<file path="src/rtl/reward_timer_if.sv">
// Pickup event channel from the item-collection logic into the reward timer.
interface reward_timer_if;
   logic       pickup_valid;
   logic [1:0] pickup_type;

   modport master (output pickup_valid, output pickup_type);
   modport slave  (input  pickup_valid, input  pickup_type);
endinterface

</file>
<file path="src/rtl/reward_timer.sv">
// Holds the single active power-up reward for DURATION one-second ticks and
// exports the one-hot reward flags plus the elapsed-second count.
module reward_timer #(
   parameter int TICK_CYCLES = 100_000_000,
   parameter int DURATION    = 20
) (
   input  logic               clk,
   input  logic               rst_n,
   input  logic               enable_reward,
   input  logic               pause,
   reward_timer_if.slave      pickup,
   output logic [9:0]         reward_cnt,
   output logic               reward_invincible,
   output logic               reward_frozen,
   output logic               reward_faster,
   output logic               reward_laser,
   output logic               reward_expired
);

   localparam int PW = (TICK_CYCLES > 1) ? $clog2(TICK_CYCLES) : 1;
   localparam logic [PW-1:0] PRESC_LAST = PW'(TICK_CYCLES - 1);
   localparam logic [9:0]    CNT_LAST   = 10'(DURATION - 1);
   localparam logic [9:0]    CNT_END    = 10'(DURATION);

   typedef enum logic [1:0] {IDLE, ACTIVE, EXPIRE} state_t;

   state_t        state_q, state_d;
   logic [PW-1:0] presc_q, presc_d;
   logic [9:0]    cnt_q, cnt_d;
   logic [3:0]    flags_q, flags_d;
   logic          expired_q, expired_d;
   logic          take_pickup;
   logic          tick;

   assign take_pickup = enable_reward && pickup.pickup_valid;
   assign tick        = (state_q == ACTIVE) && !pause && (presc_q == PRESC_LAST);

   always_ff @(posedge clk or negedge rst_n) begin
      if (!rst_n) begin
         state_q   <= IDLE;
         presc_q   <= '0;
         cnt_q     <= '0;
         flags_q   <= '0;
         expired_q <= 1'b0;
      end else begin
         state_q   <= state_d;
         presc_q   <= presc_d;
         cnt_q     <= cnt_d;
         flags_q   <= flags_d;
         expired_q <= expired_d;
      end
   end

   // Priority: abort, then pickup, then the natural lifetime of the reward.
   always_comb begin
      state_d = state_q;
      if (!enable_reward) begin
         state_d = IDLE;
      end else if (take_pickup) begin
         state_d = ACTIVE;
      end else begin
         unique case (state_q)
            IDLE:    state_d = IDLE;
            ACTIVE:  if (tick && cnt_q == CNT_LAST) state_d = EXPIRE;
            EXPIRE:  state_d = IDLE;
            default: state_d = IDLE;
         endcase
      end
   end

   // Registered outputs are computed one cycle ahead so they stay glitch-free.
   always_comb begin
      presc_d   = presc_q;
      cnt_d     = cnt_q;
      flags_d   = flags_q;
      expired_d = 1'b0;
      if (!enable_reward) begin
         presc_d = '0;
         cnt_d   = '0;
         flags_d = '0;
      end else if (take_pickup) begin
         presc_d = '0;
         cnt_d   = '0;
         flags_d = 4'b0001 << pickup.pickup_type;
      end else begin
         unique case (state_q)
            ACTIVE: begin
               if (!pause) begin
                  if (presc_q == PRESC_LAST) begin
                     presc_d = '0;
                     if (cnt_q == CNT_LAST) begin
                        cnt_d     = CNT_END;
                        flags_d   = '0;
                        expired_d = 1'b1;
                     end else begin
                        cnt_d = cnt_q + 10'd1;
                     end
                  end else begin
                     presc_d = presc_q + PW'(1);
                  end
               end
            end
            default: begin
               presc_d = '0;
               cnt_d   = '0;
               flags_d = '0;
            end
         endcase
      end
   end

   assign reward_cnt        = cnt_q;
   assign reward_invincible = flags_q[0];
   assign reward_frozen     = flags_q[1];
   assign reward_faster     = flags_q[2];
   assign reward_laser      = flags_q[3];
   assign reward_expired    = expired_q;

endmodule

</file>
<file path="src/flat_wrapper.sv">
// flat-port wrapper written by rule: the top's interface ports become plain ports
module reward_timer_flat 
#(
   parameter int TICK_CYCLES = 100_000_000,
   parameter int DURATION    = 20
)
  (clk, rst_n, enable_reward, pause, reward_cnt, reward_invincible, reward_frozen, reward_faster, reward_laser, reward_expired, pickup_pickup_valid, pickup_pickup_type);
  reward_timer_if pickup_i ();
  input  logic clk;
  input  logic rst_n;
  input  logic enable_reward;
  input  logic pause;
  output logic [9:0] reward_cnt;
  output logic reward_invincible;
  output logic reward_frozen;
  output logic reward_faster;
  output logic reward_laser;
  output logic reward_expired;
  input wire logic [$bits(pickup_i.pickup_valid)-1:0] pickup_pickup_valid;
  input wire logic [$bits(pickup_i.pickup_type)-1:0] pickup_pickup_type;
  assign pickup_i.pickup_valid = pickup_pickup_valid;
  assign pickup_i.pickup_type = pickup_pickup_type;
  reward_timer #(.TICK_CYCLES(TICK_CYCLES), .DURATION(DURATION)) u_core (.clk(clk), .rst_n(rst_n), .enable_reward(enable_reward), .pause(pause), .pickup(pickup_i), .reward_cnt(reward_cnt), .reward_invincible(reward_invincible), .reward_frozen(reward_frozen), .reward_faster(reward_faster), .reward_laser(reward_laser), .reward_expired(reward_expired));
endmodule
</file>
<file path="config.mk">
export PLATFORM = sky130hd
export DESIGN_NAME = reward_timer_flat
export DESIGN_NICKNAME = d
export VERILOG_FILES = /design/src/rtl/reward_timer_if.sv /design/src/rtl/reward_timer.sv /design/src/flat_wrapper.sv
export SDC_FILE = /design/constraint.sdc
export NUM_CORES = 1
export LEC_CHECK = 0
export BUFFER_PORTS_ARGS = -buffer_cell sky130_fd_sc_hd__buf_2
export CORE_AREA = 4 4 93 95
export DETAILED_ROUTE_END_ITERATION = 7
export DIE_AREA = 0 0 97 99
export HOLD_SLACK_MARGIN = 0.03
export PLACE_DENSITY_LB_ADDON = 0.3
export SETUP_SLACK_MARGIN = 0.15
export SLEW_MARGIN = 20
export SYNTH_ARGS = -nofsm -noshare
export SYNTH_HDL_FRONTEND = slang
export SYNTH_SLANG_ARGS = --single-unit
</file>
<file path="constraint.sdc">
create_clock -name clk -period 2.8 [get_ports clk]
set_input_delay 0.14 -clock clk [delete_from_list [all_inputs] [get_ports clk]]
set_output_delay 0.14 -clock clk [all_outputs]
set_load 0.005 [all_outputs]
</file>
Yosys cells after proc, flatten, opt, wreduce, memory -nomap -nowiden
Cells that the tools add are included.
Cells by class
  $add $sub $neg: 2
  multiplexer cells: 27
  shifts and indexed selects: 1
  equality and inequality tests: 7
  reductions and logical operators: 7
Operators with widths (count)
  27-bit two-way mux: 5
  10-bit two-way mux: 6
  27-bit by 1-bit adder with 27-bit output, second input constant: 1
  27-bit == test, second input constant: 1
  4-bit two-way mux: 6
  4-bit by 3-bit != test with 1-bit output, second input constant: 4
  10-bit by 1-bit adder with 10-bit output, second input constant: 1
  10-bit by 5-bit == test with 1-bit output, second input constant: 1
  2-bit two-way mux: 4
  1-bit two-way mux: 6
  1-bit logical AND: 4
  1-bit by 2-bit left shift with 4-bit output, first input constant: 1
  3-bit AND reduction: 1
  2-bit by 1-bit == test with 1-bit output, second input constant: 1
  2-bit AND reduction: 1
  1-bit zero test: 1
Storage, ports and cells
  logic and storage cells: 49
  output and inout port bits: 15
  flip-flop bits (word level): 44
  input bits: 7

Longest topological paths before layout
  depth after elaboration: 8
  gate-level depth with buffers: 8
  depth with buffers taken out: 6

Worst setup path before layout
No wires, ideal clock.
  path type: reg-to-reg
  from: reg u_core.presc_q[19]
  to: reg u_core.cnt_q[8] (netlist: u_core.reward_cnt[8])
  library setup time: 0.077 ns
  cell stages (with the launch flop): 6
  period minus slack after synthesis: 2.149 ns
  data arrival time: 2.071 ns
  path slack: 0.651 ns
  required time: 2.723 ns
  buffers on the path: 0
  path through: dfrtp_1 -> or4_4 -> nor4_4 -> nand3_2 -> or4_1 -> a21oi_1
Between the ends
  cells in the longest elaborated chain, start to end: 3
Ends and longest elaborated chain
  start: declaration: line reward_timer.sv:28  | logic [PW-1:0] presc_q, presc_d;
  start signal: assignment: line reward_timer.sv:47  | presc_q <= presc_d;
  27-bit == test: line reward_timer.sv:89  | if (presc_q == PRESC_LAST) begin
  4-bit by 3-bit != test with 1-bit output (no source line)
  2-bit AND reduction (no source line)
  end signal: assignment: line reward_timer.sv:48  | cnt_q <= cnt_d;
  end: declaration: line reward_timer.sv:29  | logic [9:0] cnt_q, cnt_d;
No other way between the ends.
A chain may end at the register's enable or synchronous reset.

Worst setup path in the final report
Same ends and word-level chain as after synthesis.

==> run_results.csv <==
group,metric,value,unit
status,status,"finished, final reports clean",
power,ir_drop,0.156,mV
finish,fillers,779,
route,wl_per_cell,13.7,µm
route,wl_met3,205,µm
timing,rsz0062_at_grt,"no",
cts,cts_made_buffers,5,
synth,synth_area,2300,µm²
placed_design,hpwl,3460,µm
timing,setup-violations-final,0,
power,powerDensity,449,nW/µm²
timing,worst_pin_slew,0.624,ns
setup_path,slowest_stage,"or4_1",
synth,muxShareOfSynthArea,0.00926,
synth,synth_edf_count,0,
synth,syn_inst,231,
die,num_rows,32,
setup_path,rr_startpoint,"u_core.presc_q[19]$_DFFE_PN0P_",
placed_design,port_buffers,21,
finish,final_cell_mix,"dfrtp_1, nor2_1, xor2_1, buf_2, nand2_1",
route,top_layer,"met4",
setup_path,crit_path_end_kind,"flop",
grt,grt_use_total,0.109,
die,die_h,99,µm
cts,clkLatencyLatePin,0.31,ns
setup_path,cp_top_family,"simple AND/OR/NAND/NOR gates",
finish,areaGrowthSynthToFinish,15.1,%
die,die_w,97,µm
cts,cts.sinks,44,
grt,antenna_found_initial,0,
finish,nets,267,
timing,post-route-period-util,0.873,
setup_path,cp_num_buf_inv,0,
grt,grt_max_degree,45,
setup_path,crit_fanout,14,
synth,syn_nets,240,
finish,multi_input_area,1130,µm²
synth,ys_seq_area_frac,0.480,
synth,synth_compound_gate_area_share,0.114,
grt,grt_overflow,0,
setup_path,cp_data_arrival_time,2.68,ns
cts,clk_pin_slew,0.09,ns
timing,setup_tns,0,ns
cts,cts_tree,"built",
cts,cts-htree-levels,2,
setup_path,r2r_setup_slack,0.36,ns
worst_hold_path,hold_path_class,"in -> reg",
worst_hold_path,whs_path_depth,2,
setup_path,reg2regPathDepth,5,
setup_path,required,3.03,ns
finish,seq_area,1100,µm²
die,num_io_pins,22,
finish,n_antenna_cell,0,
route,via_count,1798,
route,firstDrtPassIters,4,
timing,hold_violations,0,
timing,skew,0.0108,ns
synth,avgSynthCellArea,9.94,µm²
synth,synth_adder_area_share,0.0109,
grt,grt_pass1_vias,1778,
synth,ys_types,49,
finish,final_common_cell,"dfrtp_1",
synth,synthXorXnorAreaFrac,0.0801,
setup_path,max_stage_delay,0.57,ns
synth,ys.flop_type,"dfrtp_1",
setup_path,r2r_end,"u_core.reward_cnt[8]$_DFFE_PN0P_",
cts,post-cts-setup-buffer-count,0,
cts,clock-root-buffer,"clkbuf_8",
timing,fin_crit,2.44,ns
setup_path,crit_path_cell_trace,"or4_4 -> nor4_4 -> nand3_2 -> or4_1 -> a21oi_1",
power,power,1.19,mW
route,finalWirelength,4930,µm
die,die_area,9600,µm²
finish,drive_gt1_frac,0.174,
synth,synth-simple-area-share,0.277,
worst_hold_path,min_to,"u_core.flags_q[3]$_DFFE_PN0P_",
route,via_per_inst,4.98,
setup_path,critical_path_class,"reg -> reg",
route,ant_nets,0,
synth,synth_seq_cells,44,
synth,yosys_warnings,0,
die,core_area,7730,µm²
synth,synth-async-reset-ratio,1.00,
route,routed-wl-met2,2250,µm
job,cap_viol_max_count,0,
timing,clock.fmax,409,MHz
synth,synth_top_family_by_area,"simple AND/OR/NAND/NOR gates",
cts,ctsLongestPathBuffers,2,
timing,relSlewSlack,0.581,
power,p_leak,1.10,nW
route,drt_iter0_markers,96,
route,met1_length,2410,µm
grt,grt_pass1_wl,8600,µm
worst_hold_path,min_from,"pickup_pickup_type[0]",
die,initial_utilization,0.297,
setup_path,cp-start-kind,"flop",
placed_design,place.gp.congestion,0.759,
timing,slew_viol_final,0,
route,drcViolationCount,0,
-- synth_stat cells (all sizes together) (5+ instances only) --
| cell type | instances | area share |
|---|---|---|
| nand4 | 16 | 0.046 |
| xor2 | 20 | 0.076 |
| a21oi | 9 | 0.020 |
| dfrtp | 44 | 0.48 |
| nand2 | 19 | 0.031 |
| nand3 | 16 | 0.037 |
| clkbuf | 5 | 0.021 |
| nor3 | 7 | 0.015 |
| and3 | 7 | 0.020 |
| nor2 | 30 | 0.049 |
| o21a | 6 | 0.020 |
| a22o | 5 | 0.019 |
| o21ai | 5 | 0.011 |
-- final cells by class --
class,instances,area share
clock buffers,5,0.0260
multi-input cells,178,0.429
flip-flops and latches,44,0.417
repair buffers,27,0.0587
inverters,2,0.00284
well taps,102,0.0483
clock inverters,3,0.0180
-- stage by stage --
| step | hold WS [ns] | util | setup slack, ns | std cells | area (µm²) |
|---|---|---|---|---|---|
| after floorplan | -0.156 | - | 0.651 | 231 | 2300 |
| after detailed placement | 0.364 | 0.325 | 0.350 | 352 | 2510 |
| final | 0.0881 | 0.342 | 0.356 | 361 | 2640 |
| after CTS | 0.0781 | 0.342 | 0.344 | 361 | 2640 |
| after global routing | 0.0801 | 0.342 | 0.190 | 361 | 2640 |
| after global placement | 0.363 | 0.325 | 0.417 | 352 | 2510 |
-- routing by layer --
metal / GRT usage / up-vias
li1: - / 900
met1: 0.151 / 858
met2: 0.167 / 33
met3: 0.0262 / 7
met4: 0.0356 / 0
met5: 0 / -
-- power by group --
| part | internal, mW | switching [mW] | total [mW] |
|---|---|---|---|
| clock network | 0.269 | 0.235 | 0.504 |
| registers | 0.638 | 0.00154 | 0.639 |
| logic | 0.0129 | 0.0287 | 0.0417 |
-- how the worst max path moves through the flow --
stage,startpoint,depth (start not counted),slack (ns),end
6_report,u_core.presc_q[19]$_DFFE_PN0P_,5,0.36,u_core.reward_cnt[8]$_DFFE_PN0P_
4_1_cts,u_core.presc_q[19]$_DFFE_PN0P_,5,0.34,u_core.reward_cnt[8]$_DFFE_PN0P_
3_5_place_dp,u_core.presc_q[19]$_DFFE_PN0P_,5,0.35,u_core.reward_cnt[8]$_DFFE_PN0P_
3_3_place_gp,u_core.presc_q[19]$_DFFE_PN0P_,5,0.42,u_core.reward_cnt[8]$_DFFE_PN0P_
2_1_floorplan,u_core.presc_q[19]$_DFFE_PN0P_,5,0.65,u_core.reward_cnt[8]$_DFFE_PN0P_
5_1_grt,u_core.presc_q[19]$_DFFE_PN0P_,5,0.19,u_core.reward_cnt[8]$_DFFE_PN0P_
-- state kept, by name, indices dropped and copies added (netlist names) --
signal / flops
u_core.state_q: 2
u_core.presc_q: 27
u_core.reward_cnt: 10
u_core.flags_q: 4
u_core.reward_expired: 1
-- logic make-up after synthesis --
kind of cell / count (synthesis)
simple gates: 116
flops: 44
compound gates: 37
xor+xnor: 21
buf+inv: 9
mux: 2
fa+ha+maj: 2
-- repair_timing --
item | 4_1_cts | 5_1_grt
hold buffers | 1 | 0
hold endpoints to repair | 16 | 0
gates resized for setup | 0 | 0
(Power assumes the default switching activity.)
